--- config.mk ---
export PLATFORM = sky130hd
export DESIGN_NAME = branch_resolve_unit
export DESIGN_NICKNAME = d
export VERILOG_FILES = /design/src/rtl/branch_resolve_unit.sv
export SDC_FILE = /design/constraint.sdc
export NUM_CORES = 1
export LEC_CHECK = 0
export CAP_MARGIN = 0
export CORE_MARGIN = 10
export CORE_UTILIZATION = 51
export DETAILED_ROUTE_END_ITERATION = 7
export GPL_TIMING_DRIVEN = 0
export HOLD_SLACK_MARGIN = 0.06
export MAX_ROUTING_LAYER = met4
export PLACE_DENSITY = 0.83
export SLEW_MARGIN = 10
export SYNTH_ARGS = -nofsm -noshare
export SYNTH_HDL_FRONTEND = slang
export SYNTH_SLANG_ARGS = --single-unit
--- constraint.sdc ---
create_clock -name clk -period 5.5 [get_ports clk]
set_input_delay 1.1 -clock clk [delete_from_list [all_inputs] [get_ports clk]]
set_output_delay 1.1 -clock clk [all_outputs]
set_load 0.1 [all_outputs]
--- src/rtl/branch_resolve_unit.sv ---
// Registered EX-stage branch resolver with a 2-bit saturating BHT and fetch lookup port.
// Optional BRU_STATS_EN adds saturating branch / mispredict counters.
module branch_resolve_unit #(
    parameter int         DATA_W    = 32,
    parameter int         PC_W      = 32,
    parameter int         BHT_DEPTH = 64,
    parameter logic [1:0] INIT_CTR  = 2'b01
) (
    input  logic              clk,
    input  logic              rst_n,
    input  logic              in_valid,
    output logic              in_ready,
    input  logic [3:0]        in_ctrl,
    input  logic              in_signed,
    input  logic [DATA_W-1:0] in_rd1,
    input  logic [DATA_W-1:0] in_rd2,
    input  logic [PC_W-1:0]   in_pc,
    input  logic [PC_W-1:0]   in_target,
    input  logic              in_pred_taken,
    input  logic              flush,
    output logic              out_valid,
    input  logic              out_ready,
    output logic              out_taken,
    output logic              out_mispredict,
    output logic [PC_W-1:0]   out_redirect_pc,
    output logic              out_bad_ctrl,
`ifdef BRU_STATS_EN
    output logic [31:0]       stat_branches,
    output logic [31:0]       stat_mispredicts,
`endif
    input  logic [PC_W-1:0]   lk_pc,
    output logic              lk_taken
);

    localparam int IDX_W = $clog2(BHT_DEPTH);

    localparam logic [3:0] BCU_EQ  = 4'h0;
    localparam logic [3:0] BCU_NE  = 4'h1;
    localparam logic [3:0] BCU_LT  = 4'h2;
    localparam logic [3:0] BCU_GE  = 4'h3;
    localparam logic [3:0] BCU_GT  = 4'h4;
    localparam logic [3:0] BCU_LE  = 4'h5;
    localparam logic [3:0] BCU_LTZ = 4'h6;
    localparam logic [3:0] BCU_GEZ = 4'h7;
    localparam logic [3:0] BCU_GTZ = 4'h8;
    localparam logic [3:0] BCU_LEZ = 4'h9;

    typedef enum logic {
        S_INIT,
        S_RUN
    } state_t;

    state_t r_state;
    state_t w_state_nxt;

    logic [IDX_W-1:0]  r_init_idx;
    logic [1:0]        r_bht [BHT_DEPTH];

    logic              r_valid;
    logic              r_taken;
    logic              r_misp;
    logic [PC_W-1:0]   r_redir;
    logic              r_bad;

    logic              w_is_z;
    logic [DATA_W-1:0] w_b;
    logic              w_eq;
    logic              w_lt;
    logic              w_taken;
    logic              w_legal;
    logic              w_accept;
    logic              w_upd;
    logic [IDX_W-1:0]  w_upd_idx;
    logic [1:0]        w_ctr;
    logic [1:0]        w_ctr_nxt;
    logic              w_unused;

    assign w_unused = ^lk_pc;

    always_ff @(posedge clk or negedge rst_n) begin
        if (!rst_n) begin
            r_state <= S_INIT;
        end else begin
            r_state <= w_state_nxt;
        end
    end

    always_comb begin
        w_state_nxt = r_state;
        in_ready    = 1'b0;
        unique case (r_state)
            S_INIT: begin
                if (r_init_idx == IDX_W'(BHT_DEPTH - 1)) begin
                    w_state_nxt = S_RUN;
                end
            end
            S_RUN: begin
                in_ready = !r_valid || out_ready;
            end
            default: w_state_nxt = S_INIT;
        endcase
    end

    always_ff @(posedge clk or negedge rst_n) begin
        if (!rst_n) begin
            r_init_idx <= '0;
        end else if (r_state == S_INIT) begin
            r_init_idx <= r_init_idx + 1'b1;
        end
    end

    // Zero-compare codes reuse the two-operand comparator against a zero rhs
    assign w_is_z = (in_ctrl == BCU_LTZ) || (in_ctrl == BCU_GEZ) ||
                    (in_ctrl == BCU_GTZ) || (in_ctrl == BCU_LEZ);
    assign w_b    = w_is_z ? '0 : in_rd2;
    assign w_eq   = (in_rd1 == w_b);
    assign w_lt   = in_signed ? ($signed(in_rd1) < $signed(w_b))
                              : (in_rd1 < w_b);

    always_comb begin
        w_taken = 1'b0;
        w_legal = 1'b1;
        unique case (in_ctrl)
            BCU_EQ:           w_taken = w_eq;
            BCU_NE:           w_taken = !w_eq;
            BCU_LT, BCU_LTZ:  w_taken = w_lt;
            BCU_GE, BCU_GEZ:  w_taken = !w_lt;
            BCU_GT, BCU_GTZ:  w_taken = !w_lt && !w_eq;
            BCU_LE, BCU_LEZ:  w_taken = w_lt || w_eq;
            default:          w_legal = 1'b0;
        endcase
    end

    assign w_accept = in_valid && in_ready && !flush;

    always_ff @(posedge clk or negedge rst_n) begin
        if (!rst_n) begin
            r_valid <= 1'b0;
            r_taken <= 1'b0;
            r_misp  <= 1'b0;
            r_redir <= '0;
            r_bad   <= 1'b0;
        end else if (flush && r_state == S_RUN) begin
            r_valid <= 1'b0;
        end else if (w_accept) begin
            r_valid <= 1'b1;
            r_taken <= w_taken;
            r_misp  <= (w_taken != in_pred_taken);
            r_redir <= w_taken ? in_target : in_pc + PC_W'(4);
            r_bad   <= !w_legal;
        end else if (out_ready) begin
            r_valid <= 1'b0;
        end
    end

    assign out_valid       = r_valid;
    assign out_taken       = r_taken;
    assign out_mispredict  = r_misp;
    assign out_redirect_pc = r_redir;
    assign out_bad_ctrl    = r_bad;

    assign w_upd     = w_accept && w_legal;
    assign w_upd_idx = in_pc[IDX_W+1:2];
    assign w_ctr     = r_bht[w_upd_idx];

    always_comb begin
        w_ctr_nxt = w_ctr;
        if (w_taken && w_ctr != 2'b11) begin
            w_ctr_nxt = w_ctr + 2'b01;
        end else if (!w_taken && w_ctr != 2'b00) begin
            w_ctr_nxt = w_ctr - 2'b01;
        end
    end

    // Table storage carries no reset; the INIT sweep establishes its contents
    always_ff @(posedge clk) begin
        if (r_state == S_INIT) begin
            r_bht[r_init_idx] <= INIT_CTR;
        end else if (w_upd) begin
            r_bht[w_upd_idx] <= w_ctr_nxt;
        end
    end

    assign lk_taken = r_bht[lk_pc[IDX_W+1:2]][1];

`ifdef BRU_STATS_EN
    logic [31:0] r_stat_br;
    logic [31:0] r_stat_mp;

    always_ff @(posedge clk or negedge rst_n) begin
        if (!rst_n) begin
            r_stat_br <= '0;
            r_stat_mp <= '0;
        end else if (w_upd) begin
            if (r_stat_br != '1) begin
                r_stat_br <= r_stat_br + 32'd1;
            end
            if (w_taken != in_pred_taken && r_stat_mp != '1) begin
                r_stat_mp <= r_stat_mp + 32'd1;
            end
        end
    end

    assign stat_branches    = r_stat_br;
    assign stat_mispredicts = r_stat_mp;
`endif

endmodule
* Yosys cells after proc, flatten, opt, wreduce, memory -nomap -nowiden
Memory sizes are Yosys's and may differ from the RTL's.
Index checks and enable logic that the tools add are counted.
** Word-level totals
- Register bits :: 43
- Memory bits (writable) :: 128
- Input bits :: 171
- Output and inout port bits :: 38
- Logic and storage cells :: 76
- Memories :: 1
** Operators by class
- $add $sub $neg :: 4
- Magnitude comparators :: 2
- Eq/ne operators :: 13
- Mux-type cells :: 20
- Bitwise logic cells :: 1
- Reduce and logical (&&, ||, !) cells :: 28
** Memories
- r_bht :: words 64, bits a word 2, rd ports 2, clocked after Yosys merged registers in 0, write ports 1, line 57 : logic [1:0] r_bht [BHT_DEPTH];
** Operator list (count)
- 32-bit < comparator :: 2
- 32-bit 2-to-1 mux :: 2
- 32-bit by 3-bit adder with 32-bit output, second input constant :: 1
- 32-bit equality test :: 1
- 4-bit by 3-bit equality test with 1-bit output, second input constant :: 4
- 1-bit 2-to-1 mux :: 13
- 10-bit OR reduction :: 1
- 2-bit OR reduction :: 5
- 4-bit by 2-bit equality test with 1-bit output, second input constant :: 2
- 4-bit equality test, second input constant :: 2
- 1-bit logical AND :: 7
- 6-bit by 1-bit adder with 6-bit output, second input constant :: 1
- 6-bit equality test, second input constant :: 1
- 1-bit logical NOT :: 6
- 2-bit 2-to-1 mux :: 3
- 6-bit 2-to-1 mux :: 1
- 1-bit one-hot mux with 6 select lines :: 1
- 1-bit logical OR :: 5
- 4-bit by 1-bit equality test with 1-bit output, second input constant :: 1
- 4-bit logical NOT :: 1
- 3-bit nonzero test :: 1
- 2-bit by 1-bit adder with 2-bit output, second input constant :: 1
- 2-bit inequality test, second input constant :: 1
- 2-bit AND reduction :: 1
- other kinds (4) :: 4

* Logic depth before layout (Yosys ltp)
Gate-level depths: netlist of the first run.
- Word-level depth :: 15
- Mapped depth :: 17
- Gate-level depth less buffers :: 15

* Worst setup path before layout of the first run
No wires, ideal clock.
- Path type :: input to register
- From :: input in_ctrl[2]
- To :: memory r_bht[0][0] (data pin)
- Library setup time :: 0.564 ns
- Arrival :: 6.051 ns
- Required time :: 4.936 ns
- Setup slack :: -1.115 ns
- Cell stages on the path :: 15
- Path buffers :: 1
- Cells stage by stage :: or2_2 > o21a_1 > clkbuf_1 > nand2_1 > ha_1 > nand4_2 > or4_4 > o211ai_2 > a22oi_1 > a41o_1 > o41ai_2 > o211a_1 > nor2_4 > mux2i_1 > mux2i_1
** Between the ends
- Cells in the longest elaborated chain, start to end :: 15
** Ends and longest elaborated chain
- from (decl) :: line 13 : input logic [3:0] in_ctrl,
- 4-bit by 3-bit equality test with 1-bit output :: line 113, 123
- 1-bit logical OR (2 in series) :: line 113 : assign w_is_z = (in_ctrl == BCU_LTZ) || (in_ctrl == BCU_GEZ) ||
- 1-bit logical OR :: line 114 : (in_ctrl == BCU_GTZ) || (in_ctrl == BCU_LEZ);
- 32-bit 2-to-1 mux :: line 115 : assign w_b = w_is_z ? '0 : in_rd2;
- 32-bit < comparator, on equally long branches :: line 118, 117
- 1-bit 2-to-1 mux :: line 117 : assign w_lt = in_signed ? ($signed(in_rd1) < $signed(w_b))
- 1-bit logical NOT :: line 127, 128
- 1-bit logical AND :: line 128 : BCU_GT, BCU_GTZ: w_taken = !w_lt && !w_eq;
- 1-bit one-hot mux with 6 select lines :: line 123 : unique case (in_ctrl)
- 1-bit logical NOT :: line 170 : end else if (!w_taken && w_ctr != 2'b00) begin
- 1-bit logical AND :: line 170
- 2-bit 2-to-1 mux :: line 170
- 2-bit 2-to-1 mux :: line 168 : if (w_taken && w_ctr != 2'b11) begin
- 2-bit 2-to-1 mux (no line) (*)
- to (decl) :: line 57
Every way passes the cells marked *; elsewhere a longest branch is shown, timed or not.

* Worst setup path after layout of the first run
- From :: input lk_pc[3]
- To :: output lk_taken
** Between the ends
- Cells in the longest elaborated chain, start to end :: 1
** Ends and longest elaborated chain
- from (decl) :: line 31 : input logic [PC_W-1:0] lk_pc,
- memory read 64 x 2 bit
- to (decl) :: line 32 : output logic lk_taken
No other way between the ends.

==> results of run 1 <==
[worst paths after layout]
kind	from	to	slack (ps)	cells past startpoint
max	lk_pc[3]	lk_taken	170	6
max reg2reg	r_bht[59][0]	r_bht[43][1]	2040	8
min reg2reg	out_redirect_pc[8]	out_redirect_pc[8]	480	2
min in group asynchronous	rst_n	out_redirect_pc[22]	530	1
min	out_redirect_pc[8]	out_redirect_pc[8]	480	2
max in group asynchronous	rst_n	r_init_idx[3]	4500	2
[kinds of logic (layout without fill, tap and decap cells)]
family / after synthesis / in the layout / share of synthesized area
xor+xnor: 36 / 36 / 0.0333
compound gates: 99 / 100 / 0.0641
buf+inv: 46 / 270 / 0.0213
simple gates: 268 / 268 / 0.125
flops: 171 / 171 / 0.520
other cells: 0 / 1 / 0
fa+ha+maj: 36 / 36 / 0.0476
mux: 99 / 99 / 0.188
[tightest hold or removal path, cell delays in order, from the launching register on]
cell and delay (ps):
dfrtp_1 340, nand2_1 40, o21ai_0 60
[area by class of cell]
cell class,count,area (sq um),area share
repair buffers,192,1940,0.157
multi-input cells,539,4390,0.354
diodes,1,2.50,0.000202
plain buffers,36,190,0.0153
clock buffers,18,429,0.0346
flip-flops and latches,171,4920,0.397
well taps,229,287,0.0231
clock inverters,14,200,0.0161
inverters,10,37.5,0.00303
[Yosys cell counts (all sizes together), types with 12 or more instances]
cell type	instances	share of area
nand4	13	0.0093
xnor2	24	0.022
clkbuf	24	0.0095
buf	12	0.0078
mux4	63	0.15
edfxtp	128	0.41
nor2	88	0.036
ha	36	0.048
a21oi	19	0.010
o21ai	46	0.024
dfrtp	43	0.11
nand2	107	0.042
mux2i	34	0.036
nand3	19	0.010
xor2	12	0.011
[per-layer routing]
metal,up-vias,part of all wire
met4,0,0.030
met5,-,0
met2,429,0.48
met3,73,0.12
li1,3286,-
met1,3623,0.37
[state kept, by name, indices dropped and copies added (netlist names)]
| signal | flops |
|---|---|
| r_init_idx | 6 |
| out_valid | 1 |
| r_bht | 128 |
| r_state | 1 |
| out_bad_ctrl | 1 |
| out_taken | 1 |
| out_mispredict | 1 |
| out_redirect_pc | 32 |
[power breakdown]
group / switching [W] / internal [W] / leakage, nW / total (W)
Clock: 0.000557 / 0.000735 / 0.305 / 0.00129
Sequential: 0 / 0.00137 / 1.48 / 0.00137
Combinational: 0.000172 / 0.000202 / 2.42 / 0.000373
[repair_timing]
action,4_1_cts,5_1_grt
setup buffers,2,9
resized for setup,13,9
endpoints found under the hold margin,0,0
setup endpoints to repair,129,128
gates cloned,0,1
pin swaps,2,6
[stage by stage]
stage / util / power [W] / instance area, sq um / setup slack, ps / hold WS [ps]
2_1_floorplan: - / 0.00159 / 9480 / 100 / 479
3_3_place_gp: 0.638 / 0.00174 / 11500 / -1860 / 460
3_5_place_dp: 0.642 / 0.00175 / 11600 / -1120 / 471
4_1_cts: 0.680 / 0.00303 / 12300 / 10.3 / 486
5_1_grt: 0.686 / 0.00313 / 12400 / -27.1 / 508
6_report: 0.686 / 0.00304 / 12400 / 173 / 484
==> results.sh, run 1 <==
export IMPL_status="finished, final reports clean"
export IMPL_ys_types=55
export IMPL_row_count=49
export IMPL_fmax_mhz=188
export IMPL_clk_pin_slew_ps=70
export IMPL_netlist_area_sq_um=9460
export IMPL_grtUsageTotal=0.232
export IMPL_path_common_cell="mux4_2"
export IMPL_overflow=0
export IMPL_grt_use_met1=0.268
export IMPL_powerDensity_nw_per_um2=245
export IMPL_final_cell_mix="174 x clkdlybuf4s50_1, 128 x edfxtp_1, 107 x nand2_1, 87 x nor2_1, 63 x mux4_2"
export IMPL_synthArstFlopShare=0.251
export IMPL_required_ps=4400
export IMPL_grt_pass1_vias=7437
export IMPL_use_met3=0.0735
export IMPL_met2_usage=0.374
export IMPL_hold_buffers=0
export IMPL_routedWlPerCell_um=23.3
export IMPL_cts_tree="built"
export IMPL_gr_max_usage_layer="met2"
export IMPL_critPathBufInv=3
export IMPL_drt_iter0_markers=736
export IMPL_clock_latency_ps=440
export IMPL_die_x_um=156
export IMPL_ys_seq_area_frac=0.520
export IMPL_fin_nets=1174
export IMPL_yosys_most_used_dff="edfxtp_1"
export IMPL_synth_cells=755
export IMPL_io_buffers=177
export IMPL_drive_gt1_frac=0.142
export IMPL_ys_warnings_count=0
export IMPL_start_kind="input pin"
export IMPL_dr_pass1_iters=5
export IMPL_cp_max_fo=10
export IMPL_synth_edf_count=128
export IMPL_finalCritPeriodShare=0.969
export IMPL_hold_violations=0
export IMPL_via_per_inst=6.12
export IMPL_dieArea_sq_um=24400
export IMPL_ys_ff_latch=171
export IMPL_vias=7411
export IMPL_htree_levels=4
export IMPL_num_fill_cells=1289
export IMPL_fin_cells=1210
export IMPL_drc=0
export IMPL_timing_critical_path_slowest_cell_delay_ps=620
export IMPL_die_y_um=156
export IMPL_crit_type="input pin to output pin"
export IMPL_cts_root_buf="clkbuf_16"
export IMPL_layout_commonest_cell="clkdlybuf4s50_1"
export IMPL_min_period_ps=5330
export IMPL_setup_tns_ps=0
export IMPL_synth_avg_cell_area_sq_um=12.5
export IMPL_cts_num_sinks=171
export IMPL_ant_nets=0
export IMPL_arrival_ps=4230
export IMPL_setup_viol=0
export IMPL_crit_slowest_cell="clkbuf_1"
export IMPL_initial_utilization=0.523
export IMPL_grt_max_degree=34
export IMPL_leakagePower_nw=4.21
export IMPL_clock_path_buffers=2
export IMPL_routed_wl_um=28200
export IMPL_cts_buffers=17
export IMPL_endpoint_kind="output pin"
export IMPL_io_pins=209
export IMPL_dp_hpwl_um=20400
export IMPL_place_congestion=0.933
export IMPL_grt_pass1_wl_um=42400
export IMPL_syn_to_final_growth_pct=31.0
export IMPL_placed_cells=1165
export IMPL_critPathTopFamily="buffers and inverters"
export IMPL_drv_cap=0
export IMPL_antenna_found_initial=1
export IMPL_worstMarginPinSlew_ps=1170
export IMPL_synth_nets=962
export IMPL_min_path_type="flip-flop to flip-flop"
export IMPL_finalClockSkew_ps=10.3
export IMPL_coreArea_sq_um=18100
export IMPL_irDropWorstVdd_uv=242
export IMPL_crit_chain="buf_1, clkbuf_1, mux4_2, mux4_2, mux4_2, dlygate4sd2_1"
export IMPL_slew_headroom=0.221
export IMPL_slew_violations=0
Power figures use the tool's default switching activity.
==> run 2: changes to the inputs <==
--- a/config.mk
+++ b/config.mk
@@ -5,14 +5,15 @@
 export SDC_FILE = /design/constraint.sdc
 export NUM_CORES = 1
 export LEC_CHECK = 0
+export ABC_AREA = 1
 export CAP_MARGIN = 0
 export CORE_MARGIN = 10
-export CORE_UTILIZATION = 51
+export CORE_UTILIZATION = 52
 export DETAILED_ROUTE_END_ITERATION = 7
 export GPL_TIMING_DRIVEN = 0
 export HOLD_SLACK_MARGIN = 0.06
 export MAX_ROUTING_LAYER = met4
-export PLACE_DENSITY = 0.83
+export PLACE_DENSITY = 0.84
 export SLEW_MARGIN = 10
 export SYNTH_ARGS = -nofsm -noshare
 export SYNTH_HDL_FRONTEND = slang
==> results.sh, run 2 <==
export IMPL_placed_cells=1533
export IMPL_ant_nets=0
export IMPL_ys_ff_latch=171
export IMPL_netlist_area_sq_um=9700
export IMPL_antenna_found_initial=1
export IMPL_hold_buffers=0
export IMPL_htree_levels=4
export IMPL_seqPwrFrac=0.460
export IMPL_synth_top_area_frac=0.396
export IMPL_rsz0062_at_grt="no"
export IMPL_start_kind="input pin"
export IMPL_endpoint_kind="output pin"
export IMPL_clock_latency_ps=450
export IMPL_overflow=0
export IMPL_drt_iter0_markers=1039
export IMPL_place_congestion=0.938
export IMPL_cts_buffers=17
export IMPL_fin_nets=1530
export IMPL_p_sw_frac=0.277
export IMPL_grt_pass1_vias=9213
export IMPL_syn_to_final_growth_pct=28.2
export IMPL_switching_power_w=0.000826
export IMPL_intPower_w=0.00216
export IMPL_final_cell_mix="219 x nor2_1, 187 x nand2_1, 178 x clkdlybuf4s50_1, 148 x o21ai_0, 128 x edfxtp_1"
export IMPL_synth_top_cells_by_area="edfxtp_1 40%, dfrtp_1 11%, nor2_1 8.5%"
export IMPL_slew_headroom=0.302
export IMPL_irDropWorstVdd_uv=252
export IMPL_coreArea_sq_um=18100
export IMPL_vias=9380
export IMPL_ys_warnings_count=0
export IMPL_fmax_mhz=195
export IMPL_arrival_ps=4020
export IMPL_routedWlPerCell_um=21.0
export IMPL_synth_avg_cell_area_sq_um=8.65
export IMPL_crit_type="input pin to output pin"
export IMPL_min_period_ps=5120
export IMPL_combPwrFrac=0.143
export IMPL_row_count=49
export IMPL_cts_num_sinks=171
export IMPL_worstMarginPinSlew_ps=1040
export IMPL_slew_violations=0
export IMPL_regMostFlops="r_bht"
export IMPL_clk_pin_slew_ps=60
export IMPL_ys_seq_area_frac=0.507
export IMPL_cts_root_buf="clkbuf_16"
export IMPL_yosys_area_top_type="edfxtp_1"
export IMPL_die_x_um=157
export IMPL_status="finished, final reports clean"
export IMPL_cp_max_fo=10
export IMPL_utilization=0.685
export IMPL_clock_path_buffers=2
export IMPL_leakagePower_nw=4.53
export IMPL_grt_max_degree=44
export IMPL_grtUsageTotal=0.268
export IMPL_dieArea_sq_um=24500
export IMPL_finalCritPeriodShare=0.932
export IMPL_yosys_most_used_dff="edfxtp_1"
export IMPL_io_pins=209
export IMPL_hold_violations=0
export IMPL_synthArstFlopShare=0.251
export IMPL_drive_gt1_frac=0.0591
export IMPL_synth_edf_count=128
export IMPL_setup_viol=0
export IMPL_fin_cells=1566
export IMPL_initial_utilization=0.534
export IMPL_dr_pass1_iters=6
export IMPL_synth_most_common_cell="nor2_1"
export IMPL_drc=0
export IMPL_regToRegSetupSlack_ps=2200
export IMPL_die_y_um=157
export IMPL_required_ps=4400
export IMPL_p_clk_frac=0.397
export IMPL_routed_wl_um=32800
export IMPL_dp_hpwl_um=24100
export IMPL_cts_tree="built"
export IMPL_grt_pass1_wl_um=49500
export IMPL_io_buffers=180
export IMPL_synth_nets=1328
export IMPL_layout_commonest_cell="nor2_1"
export IMPL_powerDensity_nw_per_um2=240
export IMPL_finalClockSkew_ps=11.8
export IMPL_synth_common_cells="220 x nor2_1, 188 x nand2_1, 148 x o21ai_0"
export IMPL_via_per_inst=5.99
export IMPL_drv_cap=0
export IMPL_synth_cells=1121
export IMPL_min_path_type="flip-flop to flip-flop"
export IMPL_largest_reg_flops=128
export IMPL_ys_types=40
[run 2: changes by cell type after synthesis, moves of 12 or more]
cell and delta:
mux4_2 -63, o22ai_1 +19, nor2_1 +133, mux2i_1 -34, o221ai_1 +18, nand2_1 +81
nand3_1 +23, inv_1 +51, o21ai_0 +131, a21oi_1 +15, o21ai_1 -14, xnor2_1 -15
nand4_1 +12
[run 2: metrics by stage]
step	hold WS, ps	setup TNS, ps	power, W	setup WS (ps)	cell area (sq um)
6_report	489	0	0.00298	376	12400
3_5_place_dp	473	-206	0.00182	-206	11900
3_3_place_gp	466	-198980	0.00181	-2380	11800
4_1_cts	493	0	0.00298	67.0	12400
2_1_floorplan	476	0	0.00161	189	9700
5_1_grt	513	0	0.00307	62.4	12400
[run 2: cell families (layout without fill, tap and decap cells)]
family                     after synthesis  after routing  share of synthesized area
buffers and inverters                  119            334                     0.0481
adders and majority gates               36             36                     0.0464
other                                    0              1                          0
AOI/OAI and AO/OA                      260            260                      0.151
xor gates and xnor gates                29             29                     0.0262
and+or+nand+nor                        506            506                      0.221
DFF                                    171            171                      0.507
[run 2: repair_timing]
action | CTS | global route
setup buffers | 0 | 0
resized for setup | 1 | 2
endpoints found under the setup margin | 1 | 1
[run 2: area by class of cell]
cell class,instances,area (sq um)
buffer,49,204
clock inverter,15,154
sequential,171,4920
clock buffer,17,425
tap,229,287
fill,1435,5710
antenna,1,2.50
timing repair buffer,183,1850
inverter,70,263
multi-input combinational,831,4330
[run 2: layer usage]
metal / share of wire / global-route usage / wire length, um
met3: 0.13 / 0.0811 / 4120
met1: 0.37 / 0.305 / 12200
met2: 0.47 / 0.430 / 15300
met4: 0.037 / 0.124 / 1210
met5: 0 / - / 0
[run 2: power by group through the flow]
stage	Sequential, W	Clock, W	Combinational (W)
final	0.00137	0.00118	0.000428
after global routing	0.00137	0.00123	0.000470
after CTS	0.00137	0.00118	0.000423
after detailed placement	0.00140	0	0.000420
after global placement	0.00140	0	0.000406
after floorplan	0.00140	0	0.000213
[run 2: worst max-delay path, stage by stage]
cell and delay (ps):
clkdlybuf4s50_1 650, inv_1 330, clkbuf_1 440, o21ai_0 210, o221ai_1 200, o311ai_0 220, nand2_1 130, o211ai_1 100
o31ai_2 100, clkbuf_2 530
[run 2: path summary, 6_finish.rpt]
| path | startpoint | to | cells after the start |
|---|---|---|---|
| max | lk_pc[3] | lk_taken | 10 |
| max in group asynchronous | rst_n | out_redirect_pc[19] | 2 |
| min | out_redirect_pc[9] | out_redirect_pc[9] | 2 |
| max reg2reg | r_state | r_bht[27][0] | 9 |
| min reg2reg | out_redirect_pc[9] | out_redirect_pc[9] | 2 |
| min in group asynchronous | rst_n | out_redirect_pc[17] | 1 |
